==> config.mk <==
export PLATFORM = sky130hd
export DESIGN_NAME = mem_stream_writer_flat
export DESIGN_NICKNAME = d
export VERILOG_FILES = /design/src/rtl/mem_stream_writer_if.sv /design/src/rtl/mem_stream_writer.sv /design/src/flat_wrapper.sv
export SDC_FILE = /design/constraint.sdc
export NUM_CORES = 1
export LEC_CHECK = 0
export CAP_MARGIN = 20
export CORE_UTILIZATION = 52
export CTS_CLUSTER_DIAMETER = 80
export CTS_CLUSTER_SIZE = 28
export DETAILED_ROUTE_END_ITERATION = 10
export GPL_TIMING_DRIVEN = 0
export PLACE_DENSITY = 0.82
export REMOVE_ABC_BUFFERS = 1
export SLEW_MARGIN = 10
export SYNTH_ARGS = -nofsm -noshare
export SYNTH_HDL_FRONTEND = slang
export SYNTH_SLANG_ARGS = --single-unit
==> constraint.sdc <==
create_clock -name clk -period 2.7 [get_ports clk]
set_input_delay 0.405 -clock clk [delete_from_list [all_inputs] [get_ports clk]]
set_output_delay 0.405 -clock clk [all_outputs]
set_load 0.05 [all_outputs]
==> src/rtl/mem_stream_writer_if.sv <==
// Merged-stream input and memory-write / count-publish outputs of the stream writer.
// stream_valid / stream_hdr qualify stream_dat in the cycle they are high; there is no backpressure.
interface mem_stream_writer_if #(
  parameter int NMEM = 12,
  parameter int DW   = 45,
  parameter int AW   = 6,
  parameter int BXW  = 3,
  parameter int SW   = 54
);
  logic [SW-1:0]       stream_dat;
  logic                stream_valid;
  logic                stream_hdr;
  logic [NMEM-1:0]     we;
  logic [BXW+AW-1:0]   waddr;
  logic [DW-1:0]       wdata;
  logic [NMEM*AW-1:0]  number_out;
  logic [BXW-1:0]      bx_out;
  logic                nums_valid;
  logic [NMEM-1:0]     ovf;
  logic                err;

  modport master (
    output stream_dat, stream_valid, stream_hdr,
    input  we, waddr, wdata, number_out, bx_out, nums_valid, ovf, err
  );

  modport slave (
    input  stream_dat, stream_valid, stream_hdr,
    output we, waddr, wdata, number_out, bx_out, nums_valid, ovf, err
  );
endinterface

==> src/rtl/mem_stream_writer.sv <==
// Demultiplexes the merged readout stream into NMEM BX-paged memories and
// publishes per-memory item counts at every BX boundary.
module mem_stream_writer #(
  parameter int NMEM = 12,
  parameter int DW   = 45,
  parameter int AW   = 6,
  parameter int BXW  = 3,
  parameter int SW   = 54
) (
  input  logic               clk,
  input  logic               reset,
  mem_stream_writer_if.slave bus,
  output logic               dbg_state_o
);

  localparam int TW = 4;
  localparam logic [AW-1:0] CNT_MAX = '1;

  typedef enum logic {
    IDLE = 1'b0,
    RECV = 1'b1
  } state_t;

  state_t               state_q, state_d;
  logic [AW-1:0]        cnt_q [NMEM];
  logic [AW-1:0]        cnt_d [NMEM];
  logic [BXW-1:0]       cur_bx_q, cur_bx_d;
  logic [NMEM-1:0]      we_q, we_d;
  logic [BXW+AW-1:0]    waddr_q, waddr_d;
  logic [DW-1:0]        wdata_q, wdata_d;
  logic [NMEM*AW-1:0]   number_q, number_d;
  logic [BXW-1:0]       bx_out_q, bx_out_d;
  logic                 nums_valid_q, nums_valid_d;
  logic [NMEM-1:0]      ovf_q, ovf_d;
  logic                 err_q, err_d;

  logic [TW-1:0]        tag;
  logic                 unused_dat;

  assign tag        = bus.stream_dat[SW-1 -: TW];
  assign unused_dat = ^bus.stream_dat[SW-TW-1:DW];

  always_comb begin
    state_d      = state_q;
    cur_bx_d     = cur_bx_q;
    cnt_d        = cnt_q;
    we_d         = '0;
    waddr_d      = waddr_q;
    wdata_d      = wdata_q;
    number_d     = number_q;
    bx_out_d     = bx_out_q;
    nums_valid_d = 1'b0;
    ovf_d        = ovf_q;
    err_d        = err_q;

    if (bus.stream_hdr) begin
      // cnt_q already includes a write issued by the word in the previous cycle
      if (state_q == RECV) begin
        for (int i = 0; i < NMEM; i++) number_d[i*AW +: AW] = cnt_q[i];
        bx_out_d     = cur_bx_q;
        nums_valid_d = 1'b1;
      end
      state_d  = RECV;
      cur_bx_d = bus.stream_dat[BXW-1:0];
      for (int i = 0; i < NMEM; i++) cnt_d[i] = '0;
      ovf_d = '0;
      if (bus.stream_valid) err_d = 1'b1;
    end else if (bus.stream_valid && state_q == RECV) begin
      if (int'(tag) >= NMEM) begin
        err_d = 1'b1;
      end else begin
        for (int k = 0; k < NMEM; k++) begin
          if (tag == TW'(k)) begin
            if (cnt_q[k] == CNT_MAX) begin
              ovf_d[k] = 1'b1;
            end else begin
              we_d[k]  = 1'b1;
              waddr_d  = {cur_bx_q, cnt_q[k]};
              wdata_d  = bus.stream_dat[DW-1:0];
              cnt_d[k] = cnt_q[k] + 1'b1;
            end
          end
        end
      end
    end
  end

  always_ff @(posedge clk or negedge reset) begin
    if (!reset) begin
      state_q      <= IDLE;
      for (int i = 0; i < NMEM; i++) cnt_q[i] <= '0;
      cur_bx_q     <= '0;
      we_q         <= '0;
      waddr_q      <= '0;
      wdata_q      <= '0;
      number_q     <= '0;
      bx_out_q     <= '0;
      nums_valid_q <= 1'b0;
      ovf_q        <= '0;
      err_q        <= 1'b0;
    end else begin
      state_q      <= state_d;
      cnt_q        <= cnt_d;
      cur_bx_q     <= cur_bx_d;
      we_q         <= we_d;
      waddr_q      <= waddr_d;
      wdata_q      <= wdata_d;
      number_q     <= number_d;
      bx_out_q     <= bx_out_d;
      nums_valid_q <= nums_valid_d;
      ovf_q        <= ovf_d;
      err_q        <= err_d;
    end
  end

  assign bus.we         = we_q;
  assign bus.waddr      = waddr_q;
  assign bus.wdata      = wdata_q;
  assign bus.number_out = number_q;
  assign bus.bx_out     = bx_out_q;
  assign bus.nums_valid = nums_valid_q;
  assign bus.ovf        = ovf_q;
  assign bus.err        = err_q;
  assign dbg_state_o    = state_q;

endmodule

==> src/flat_wrapper.sv <==
// flat-port wrapper written by rule: the top's interface ports become plain ports
module mem_stream_writer_flat 
#(
  parameter int NMEM = 12,
  parameter int DW   = 45,
  parameter int AW   = 6,
  parameter int BXW  = 3,
  parameter int SW   = 54
)
  (clk, reset, dbg_state_o, bus_stream_dat, bus_stream_valid, bus_stream_hdr, bus_we, bus_waddr, bus_wdata, bus_number_out, bus_bx_out, bus_nums_valid, bus_ovf, bus_err);
  mem_stream_writer_if #(.NMEM(NMEM), .DW(DW), .AW(AW), .BXW(BXW), .SW(SW)) bus_i ();
  input  logic clk;
  input  logic reset;
  output logic dbg_state_o;
  input wire logic [$bits(bus_i.stream_dat)-1:0] bus_stream_dat;
  input wire logic [$bits(bus_i.stream_valid)-1:0] bus_stream_valid;
  input wire logic [$bits(bus_i.stream_hdr)-1:0] bus_stream_hdr;
  output wire logic [$bits(bus_i.we)-1:0] bus_we;
  output wire logic [$bits(bus_i.waddr)-1:0] bus_waddr;
  output wire logic [$bits(bus_i.wdata)-1:0] bus_wdata;
  output wire logic [$bits(bus_i.number_out)-1:0] bus_number_out;
  output wire logic [$bits(bus_i.bx_out)-1:0] bus_bx_out;
  output wire logic [$bits(bus_i.nums_valid)-1:0] bus_nums_valid;
  output wire logic [$bits(bus_i.ovf)-1:0] bus_ovf;
  output wire logic [$bits(bus_i.err)-1:0] bus_err;
  assign bus_i.stream_dat = bus_stream_dat;
  assign bus_i.stream_valid = bus_stream_valid;
  assign bus_i.stream_hdr = bus_stream_hdr;
  assign bus_we = bus_i.we;
  assign bus_waddr = bus_i.waddr;
  assign bus_wdata = bus_i.wdata;
  assign bus_number_out = bus_i.number_out;
  assign bus_bx_out = bus_i.bx_out;
  assign bus_nums_valid = bus_i.nums_valid;
  assign bus_ovf = bus_i.ovf;
  assign bus_err = bus_i.err;
  mem_stream_writer #(.NMEM(NMEM), .DW(DW), .AW(AW), .BXW(BXW), .SW(SW)) u_core (.clk(clk), .reset(reset), .bus(bus_i), .dbg_state_o(dbg_state_o));
endmodule
======== Word level (Yosys, flattened, before mapping) ========
Index checks and enable logic that the tools add are counted.
storage, ports and cells
  flip-flop bits (word level) ............. 231
  bits in latches ......................... 0
  bits in writable memories ............... 0
  bits in read-only memories .............. 0
  input port bits ......................... 58
  output and inout bits ................... 156
  memories kept ........................... 0
operators by class
  add/subtract/negate cells ............... 12
  multipliers ............................. 0
  divide/modulo/power cells ............... 0
  magnitude comparators ................... 1
  equality and inequality tests ........... 37
  shifts and indexed selects .............. 0
  mux-type cells .......................... 147
  bitwise logic cells ..................... 2
  reductions and logical operators ........ 55
operators by type and width
  operator             number
  $mux 45              30
  $mux 9               30
  $mux 72              3
  $mux 6               24
  $reduce_and 4->1     24
  $add 6x1->6 const B  12
  $eq 6x6->1 const B   12
  $mux 12              6
  $mux 1               54
  $reduce_bool 2->1    26
  $ne 2x2->1 const B   14
  $eq 4x3->1 const B   4
  $eq 4x4->1 const B   4
  $eq 4x2->1 const B   2
  $reduce_and 3->1     2
  $eq 4x1->1 const B   1
  $ge 4x4->1 const B   1
  $logic_not 4->1      1
  $not 1->1            2
  $reduce_and 2->1     1
  $logic_and 1x1->1    1

======== Longest topological paths before layout ========
Gate-level depths: netlist (run 1).
  word-level depth ........................ 31
  mapped depth ............................ 10

======== Worst setup path after synthesis (run 1) ========
OpenSTA, ideal clock, no wires.
  kind .................................... input -> register
  from .................................... in bus_stream_dat[51]
  to ...................................... reg u_core.waddr_q[6], in the netlist u_core.bus.waddr[6]
  data arrival time ....................... 2.394 ns
  data required time ...................... 2.573 ns
  setup slack ............................. 0.179 ns
  stages .................................. 10
  cells stage by stage .................... buf_2 or4b_1 buf_2 a31o_4 nand4_2 nor3_2 a31oi_4 buf_8 buf_8 mux2_1
on the way
  word-level cells in the longest chain between the ends .. 30
  elaborated cells between the ends (all ways) .. 44
RTL lines
  element                 RTL line                  RTL
  start: declaration      flat_wrapper.sv:15        input wire logic [$bits(bus_i.stream_dat)-1:0] bus_stream_dat;
  $logic_not 4->1         mem_stream_writer.sv:73   if (tag == TW'(k)) begin
  $mux 9                  mem_stream_writer.sv:73
  $mux 9                  mem_stream_writer.sv:74   if (cnt_q[k] == CNT_MAX) begin
  $mux 9                  mem_stream_writer.sv:73
  $mux 9                  mem_stream_writer.sv:74
  $mux 9                  mem_stream_writer.sv:73
  $mux 9                  mem_stream_writer.sv:69   if (int'(tag) >= NMEM) begin
  $mux 9                  mem_stream_writer.sv:68   end else if (bus.stream_valid && state_q == RECV) begin
  [14 not listed]         -
  $mux 9                  mem_stream_writer.sv:74
  $mux 9                  mem_stream_writer.sv:73
  $mux 9                  mem_stream_writer.sv:74
  $mux 9                  mem_stream_writer.sv:73
  $mux 9                  mem_stream_writer.sv:74
  $mux 9                  mem_stream_writer.sv:73
  $mux 9                  mem_stream_writer.sv:74
  $mux 9                  mem_stream_writer.sv:73
  end signal: assignment  mem_stream_writer.sv:106  waddr_q <= waddr_d;
  end: declaration        mem_stream_writer.sv:29   logic [BXW+AW-1:0] waddr_q, waddr_d;
Parallel ways exist; a longest one is shown, timed or not. The select of a mux whose other input is x is not followed.
A chain may end at the register's enable or synchronous reset.

======== Worst setup path after layout (run 1) ========
  from .................................... in bus_stream_dat[53]
  to ...................................... reg u_core.wdata_q[42], in the netlist u_core.bus.wdata[42]
on the way
  word-level cells in the longest chain between the ends .. 30
  elaborated cells between the ends (all ways) .. 44
RTL lines
  element                 RTL line                  RTL
  $logic_not 4->1         mem_stream_writer.sv:73
  $mux 45                 mem_stream_writer.sv:73
  $mux 45                 mem_stream_writer.sv:74
  $mux 45                 mem_stream_writer.sv:73
  $mux 45                 mem_stream_writer.sv:74
  $mux 45                 mem_stream_writer.sv:73
  $mux 45                 mem_stream_writer.sv:69
  $mux 45                 mem_stream_writer.sv:68
  [14 not listed]         -
  $mux 45                 mem_stream_writer.sv:74
  $mux 45                 mem_stream_writer.sv:73
  $mux 45                 mem_stream_writer.sv:74
  $mux 45                 mem_stream_writer.sv:73
  $mux 45                 mem_stream_writer.sv:74
  $mux 45                 mem_stream_writer.sv:73
  $mux 45                 mem_stream_writer.sv:74
  $mux 45                 mem_stream_writer.sv:73
  end signal: assignment  mem_stream_writer.sv:107  wdata_q <= wdata_d;
  end: declaration        mem_stream_writer.sv:30   logic [DW-1:0] wdata_q, wdata_d;
Parallel ways exist; a longest one is shown, timed or not. The select of a mux whose other input is x is not followed.

==> results of run 1 <==
routing by layer:
layer | GRT usage (%) | wire length, um | vias up
met5 | 0 | 0 | -
met1 | 33.7 | 10800 | 3917
met2 | 41.3 | 12200 | 373
met4 | 9.46 | 1010 | 0
li1 | - | - | 3601
met3 | 6.10 | 2500 | 85
placed cells by master, fill, tap and decap left out, types with 4 or more instances in the layout:
cell type	instances
a211oi_1	6
a21o_1	7
a21oi_1	22
a221oi_1	7
a31oi_1	7
a41oi_1	4
and3_1	13
and4_1	9
buf_16	6
buf_4	14
clkbuf_16	13
clkdlybuf4s50_1	202
dfrtp_1	228
ha_1	12
inv_1	12
mux2_1	47
mux2_2	74
mux2i_1	8
nand2_1	46
nand3_1	9
nand4_1	27
nor2_1	123
nor3_1	8
nor4_1	9
o21ai_0	27
o22ai_1	11
o2bb2ai_1	4
xnor2_1	26
xor2_1	33
synthesized netlist by cell type (all sizes together) (13+ instances only):
library cell / number / share of area, %
nand2: 47 / 1.7
xor2: 33 / 2.8
o21ai: 31 / 1.5
nand4: 28 / 1.7
clkbuf: 29 / 1.0
xnor2: 26 / 2.2
dfrtp: 231 / 55
and3: 13 / 0.78
buf: 15 / 1.2
nor2: 124 / 4.5
a21oi: 26 / 1.2
mux2: 121 / 13
where the power goes:
group / total (mW) / switching (mW) / internal [mW]
Clock: 2.09 / 1.16 / 0.927
Combinational: 2.21 / 1.44 / 0.767
Sequential: 3.88 / 0.156 / 3.72
final timing paths:
kind	start	to	slack (ns)	depth (start not counted)
max	bus_stream_dat[53]	u_core.bus.wdata[42]	0.04	9
min	bus_stream_hdr	u_core.cnt_q[27]	0.36	2
max reg2reg	u_core.cnt_q[12]	u_core.bus.wdata[42]	0.05	9
min reg2reg	u_core.bus.err	u_core.bus.err	0.48	1
max in group asynchronous	reset	u_core.cnt_q[13]	1.50	3
min in group asynchronous	reset	u_core.bus.wdata[37]	0.39	2
metrics by stage:
step	setup slack, ns	TNS (ns)	area, um2
after floorplan	-0.338	-31.40	10200
after global placement	-8.44	-2665.73	12600
after detailed placement	-1.46	-92.04	12800
after CTS	0.00620	0	13200
after global routing	0.0170	0	13400
final	0.0383	0	13400
flip-flops by register name, summed over array words and instances (netlist names):
name	cells
u_core.bus.wdata	45
u_core.bus.number_out	72
u_core.bus.waddr	9
u_core.bus.err	1
u_core.bus.we	12
u_core.cur_bx_q	3
u_core.bus.bx_out	3
u_core.dbg_state_o	1
u_core.bus.ovf	12
u_core.bus.nums_valid	1
u_core.cnt_q	72
cells by family after synthesis:
logic type	count (synthesis)
simple gates	276
flops	231
compound gates	130
mux	129
xor+xnor	59
buf+inv	56
fa+ha+maj	12
worst reg2reg max path: stages (launching register included):
cell,delay [ns]
dfrtp_2,0.45
ha_1,0.24
and4_2,0.28
a211o_4,0.36
nand4_2,0.13
nor3_2,0.07
a31oi_4,0.32
buf_16,0.16
buf_16,0.16
mux2_1,0.35
repair_timing:
| item | 4_1_cts | 5_1_grt |
|---|---|---|
| hold endpoints to repair | 36 | 0 |
| hold buffers | 1 | 0 |
| pin swaps | 1 | 4 |
| setup endpoints to repair | 62 | 46 |
| resized for setup | 21 | 18 |
| setup buffers | 2 | 12 |
final cells by class:
| class | instances | area (um2) |
|---|---|---|
| clock buffer | 13 | 325 |
| clock inverter | 5 | 60.1 |
| fill | 1489 | 6210 |
| inverter | 12 | 45.0 |
| multi-input combinational | 606 | 4470 |
| sequential | 231 | 5780 |
| tap | 265 | 332 |
| timing repair buffer | 229 | 2370 |
==> results.toml, run 1 <==
[final_layout]
final_util_pct = 68.3
nNetsFinal = 1163
fin_cells = 1361
syn2layout_area_growth_pct = 28.2
drive_gt1_share_pct = 13.8
num_antenna_cells = 0

[detailed_routing]
vias = 7976
drt_first_pass_iters = 6
drt-initial-drc-count = 890
wl_mm = 26.5
drtAntennaViolNets = 0
wire_per_inst_um = 19.5
drc_errors = 0
viasPerCell = 5.86

[run_status]
status = "complete, no violations"

[critical_path]
worstSetupPathType = "input pin to register"
slowest_stage = "or4b_4"
required_ns = 3.05
critical_path_arrival_ns = 3.01
path_buf_inv = 3
crit_top_cell = "buf_16"
start_kind = "input pin"
critical_path.max_stage_delay_ns = 0.67
cp_top_family = "simple AND/OR/NAND/NOR gates"
path_cells = "clkdlybuf4s15_2 > or4b_4 > a21o_1 > nand2_1 > nor3_2 > a31oi_4 > buf_16 > buf_16 > mux2_1"
crit_path_max_fanout = 22
end_kind = "register"

[cts]
clkLatencyLatePin_ns = 0.49
cts_buffer_depth = 3
clk_pin_slew_worst_paths_ns = 0.10
cts_inserted_buffers = 13
htree_num_levels = 1
cts_tree = "built"
cts_sinks = 231
clockRootBuffer = "clkbuf_16"

[global_routing]
grt_max_degree = 105
grt_usage_pct = 25.6
overflow = 0
grt_pass1_wl_mm = 41.0
grt_pass1_vias = 7634
antenna_found_initial = 0

[power_and_ir_drop]
total_power_mw = 8.17
power_leakage_nw = 5.89
ir_drop_v = 0.000420
powerDensity_nw_per_um2 = 611

[placement]
dpl.hpwl_mm = 18.9
port_buffers = 208
dp_cells = 1328
place.gp.congestion = 0.960

[logic_synthesis]
ys_async_sr_fraction_pct = 100
yosys_most_used_dff = "dfrtp_1"
synth_top_family_by_area = "multiplexers"
yosys_register_bits = 231
synthSimpleGateAreaFrac_pct = 13.2
synth.distinct_cells = 70
netlist_area_um2 = 10400
synth_edf_count = 0
yosysWarnings = 0
synth-xor-area-share_pct = 4.95
synth_compound_area_share_pct = 8.49
synth_fa_ha_area_share_pct = 1.44
yosysSeqAreaShare_pct = 55.4
avgSynthCellArea_um2 = 11.7
postSynthCellCount = 893
muxShareOfSynthArea_pct = 13.8

[sta]
whs_ns = 0.357
setup_violations = 0
hold_viol_final = 0
period_share_pct = 98.6
max_slew_margin_pct = 32.4
clock.fmax_ghz = 0.376
drv_slew = 0
tightest_slew_ns = 1.01
rsz0062_at_grt = "false"
worst_clock_skew_ns = 0.0256
min_period_ns = 2.66

[floorplanning]
ioPinCount = 214
die_x_um = 144
initial_utilization_pct = 53.3
num_rows = 51
dieArea_um2 = 20600
core_um2 = 19600
chipHeight_um = 144

[hold_path]
worstHoldPathType = "input pin to register"

[job]
drv_cap = 0
No activity file was read; power rests on OpenSTA's default activity.
==> run 2, diff against run 1 <==
--- a/config.mk
+++ b/config.mk
@@ -10,7 +10,6 @@
 export CTS_CLUSTER_DIAMETER = 80
 export CTS_CLUSTER_SIZE = 28
 export DETAILED_ROUTE_END_ITERATION = 10
-export GPL_TIMING_DRIVEN = 0
 export PLACE_DENSITY = 0.82
 export REMOVE_ABC_BUFFERS = 1
 export SLEW_MARGIN = 10
==> run 2 against run 1 <==
Non-clock buffer count up 57. Die area unchanged. Cell area up 2.1%. Count of clock-buffer cells in the layout unchanged. Largest power group unchanged.
==> results.toml, run 2 (synthesized netlist as in run 1, its figures left out) <==
[run_status]
status = "complete, no violations"

[critical_path]
end_kind = "register"
crit_path_max_fanout = 47
required_ns = 3.04
worstSetupPathType = "input pin to register"
start_kind = "input pin"
rr_worst_depth = 8
critical_path_arrival_ns = 2.94

[cts]
clockRootBuffer = "clkbuf_16"
cts_inserted_buffers = 12
cts_buffer_depth = 3
clkLatencyLatePin_ns = 0.48
cts_sinks = 231
clk_pin_slew_worst_paths_ns = 0.11
cts_tree = "built"
cts_resized = 0
htree_num_levels = 1

[global_routing]
met2_usage_pct = 44.5
groute.layer.met1.usage_pct = 37.0
antenna_found_initial = 0
grt_pass1_vias = 7971
met3_usage_pct = 4.73
overflow = 0
grt_usage_pct = 27.1
grt_max_degree = 85
grt_pass1_wl_mm = 43.2
busiest_layer = "met2"

[floorplanning]
chipHeight_um = 144
ioPinCount = 214
die_x_um = 144
dieArea_um2 = 20600
initial_utilization_pct = 53.3
num_rows = 51
core_um2 = 19600

[sta]
worst_clock_skew_ns = 0.0140
hold_viol_final = 0
tightest_slew_ns = 0.641
whs_ns = 0.428
clock.fmax_ghz = 0.385
max_slew_margin_pct = 57.0
min_period_ns = 2.60
setup_violations = 0
period_share_pct = 96.3
drv_slew = 0
rsz0062_at_grt = "false"

[final_layout]
nNetsFinal = 1219
num_antenna_cells = 0
mostFrequentLayoutCell = "dfrtp_1"
fillerInstances = 1452
syn2layout_area_growth_pct = 30.9
layout_common_cells = "231 x dfrtp_1, 206 x clkdlybuf4s50_1, 124 x nor2_1, 74 x mux2_2, 71 x buf_4"
drive_gt1_share_pct = 16.1

[detailed_routing]
drc_errors = 0
drtAntennaViolNets = 0
wl_mm = 27.7
drt-initial-drc-count = 712
drt_first_pass_iters = 5
viasPerCell = 5.71
wire_per_inst_um = 19.5
vias = 8095

[hold_path]
worstHoldPathType = "input pin to register"
hold_path_depth = 3

[placement]
port_buffers = 208
place.gp.congestion = 0.977
dpl.hpwl_mm = 20.5

[power_and_ir_drop]
total_power_mw = 8.23
power_leakage_nw = 6.13
ir_drop_v = 0.000387
powerDensity_nw_per_um2 = 602

[job]
drv_cap = 0
==> run 2: routing by layer <==
metal  vias up  routed length, um
met5         -                  0
met4         0                739
met3        54               2390
met2       368              13000
met1      3968              11600
li1       3705                  -
==> run 2: final timing paths <==
| check | start | to | slack (ns) |
|---|---|---|---|
| setup / recovery | bus_stream_dat[50] | u_core.bus.wdata[12] | 0.10 |
| hold / removal | bus_stream_hdr | u_core.cnt_q[31] | 0.43 |
| setup reg to reg | u_core.cnt_q[12] | u_core.bus.wdata[12] | 0.10 |
| hold reg to reg | u_core.bus.err | u_core.bus.err | 0.48 |
| max in group asynchronous | reset | u_core.bus.number_out[26] | 1.47 |
| min in group asynchronous | reset | u_core.bus.number_out[42] | 0.53 |
==> run 2: worst max-delay path, stage by stage <==
cell and delay, ns:
clkdlybuf4s50_1 0.56, buf_4 0.24, or4b_4 0.52, a21oi_1 0.19, nor2_1 0.14, a31oi_4 0.17, buf_12 0.28, mux2_1 0.42
==> run 2: power by group <==
| part | switching, mW | leakage [nW] | internal (mW) |
|---|---|---|---|
| sequential | 0.170 | 3.09 | 3.72 |
| clock | 1.11 | 0.187 | 0.982 |
| combinational | 1.45 | 2.85 | 0.797 |
==> run 2: area by class of cell <==
| type | count | area [um2] | area share [%] |
|---|---|---|---|
| Sequential cell | 231 | 5780 | 42.3 |
| Inverter | 12 | 45.0 | 0.330 |
| Clock inverter | 4 | 52.6 | 0.385 |
| Clock buffer | 13 | 325 | 2.38 |
| Tap cell | 265 | 332 | 2.43 |
| Multi-Input combinational cell | 606 | 4380 | 32.1 |
| Timing Repair Buffer | 286 | 2750 | 20.1 |
==> run 2: through the flow <==
stage / util [%] / cell area, um2 / setup WS, ns / setup TNS (ns) / std cells
floorplan: - / 10200 / -0.338 / -31.40 / 849
global placement: 67.8 / 13300 / -0.249 / -11.99 / 1399
detailed placement: 67.8 / 13300 / -0.354 / -13.99 / 1399
CTS: 69.7 / 13700 / 0.125 / 0 / 1417
global route: 69.7 / 13700 / 0.0144 / 0 / 1417
finish: 69.7 / 13700 / 0.101 / 0 / 1417
==> run 2: timing repair <==
| item | CTS | global route |
|---|---|---|
| hold buffers | 1 | 0 |
| buffers inserted | 0 | 0 |
| endpoints found under the hold margin | 78 | 0 |
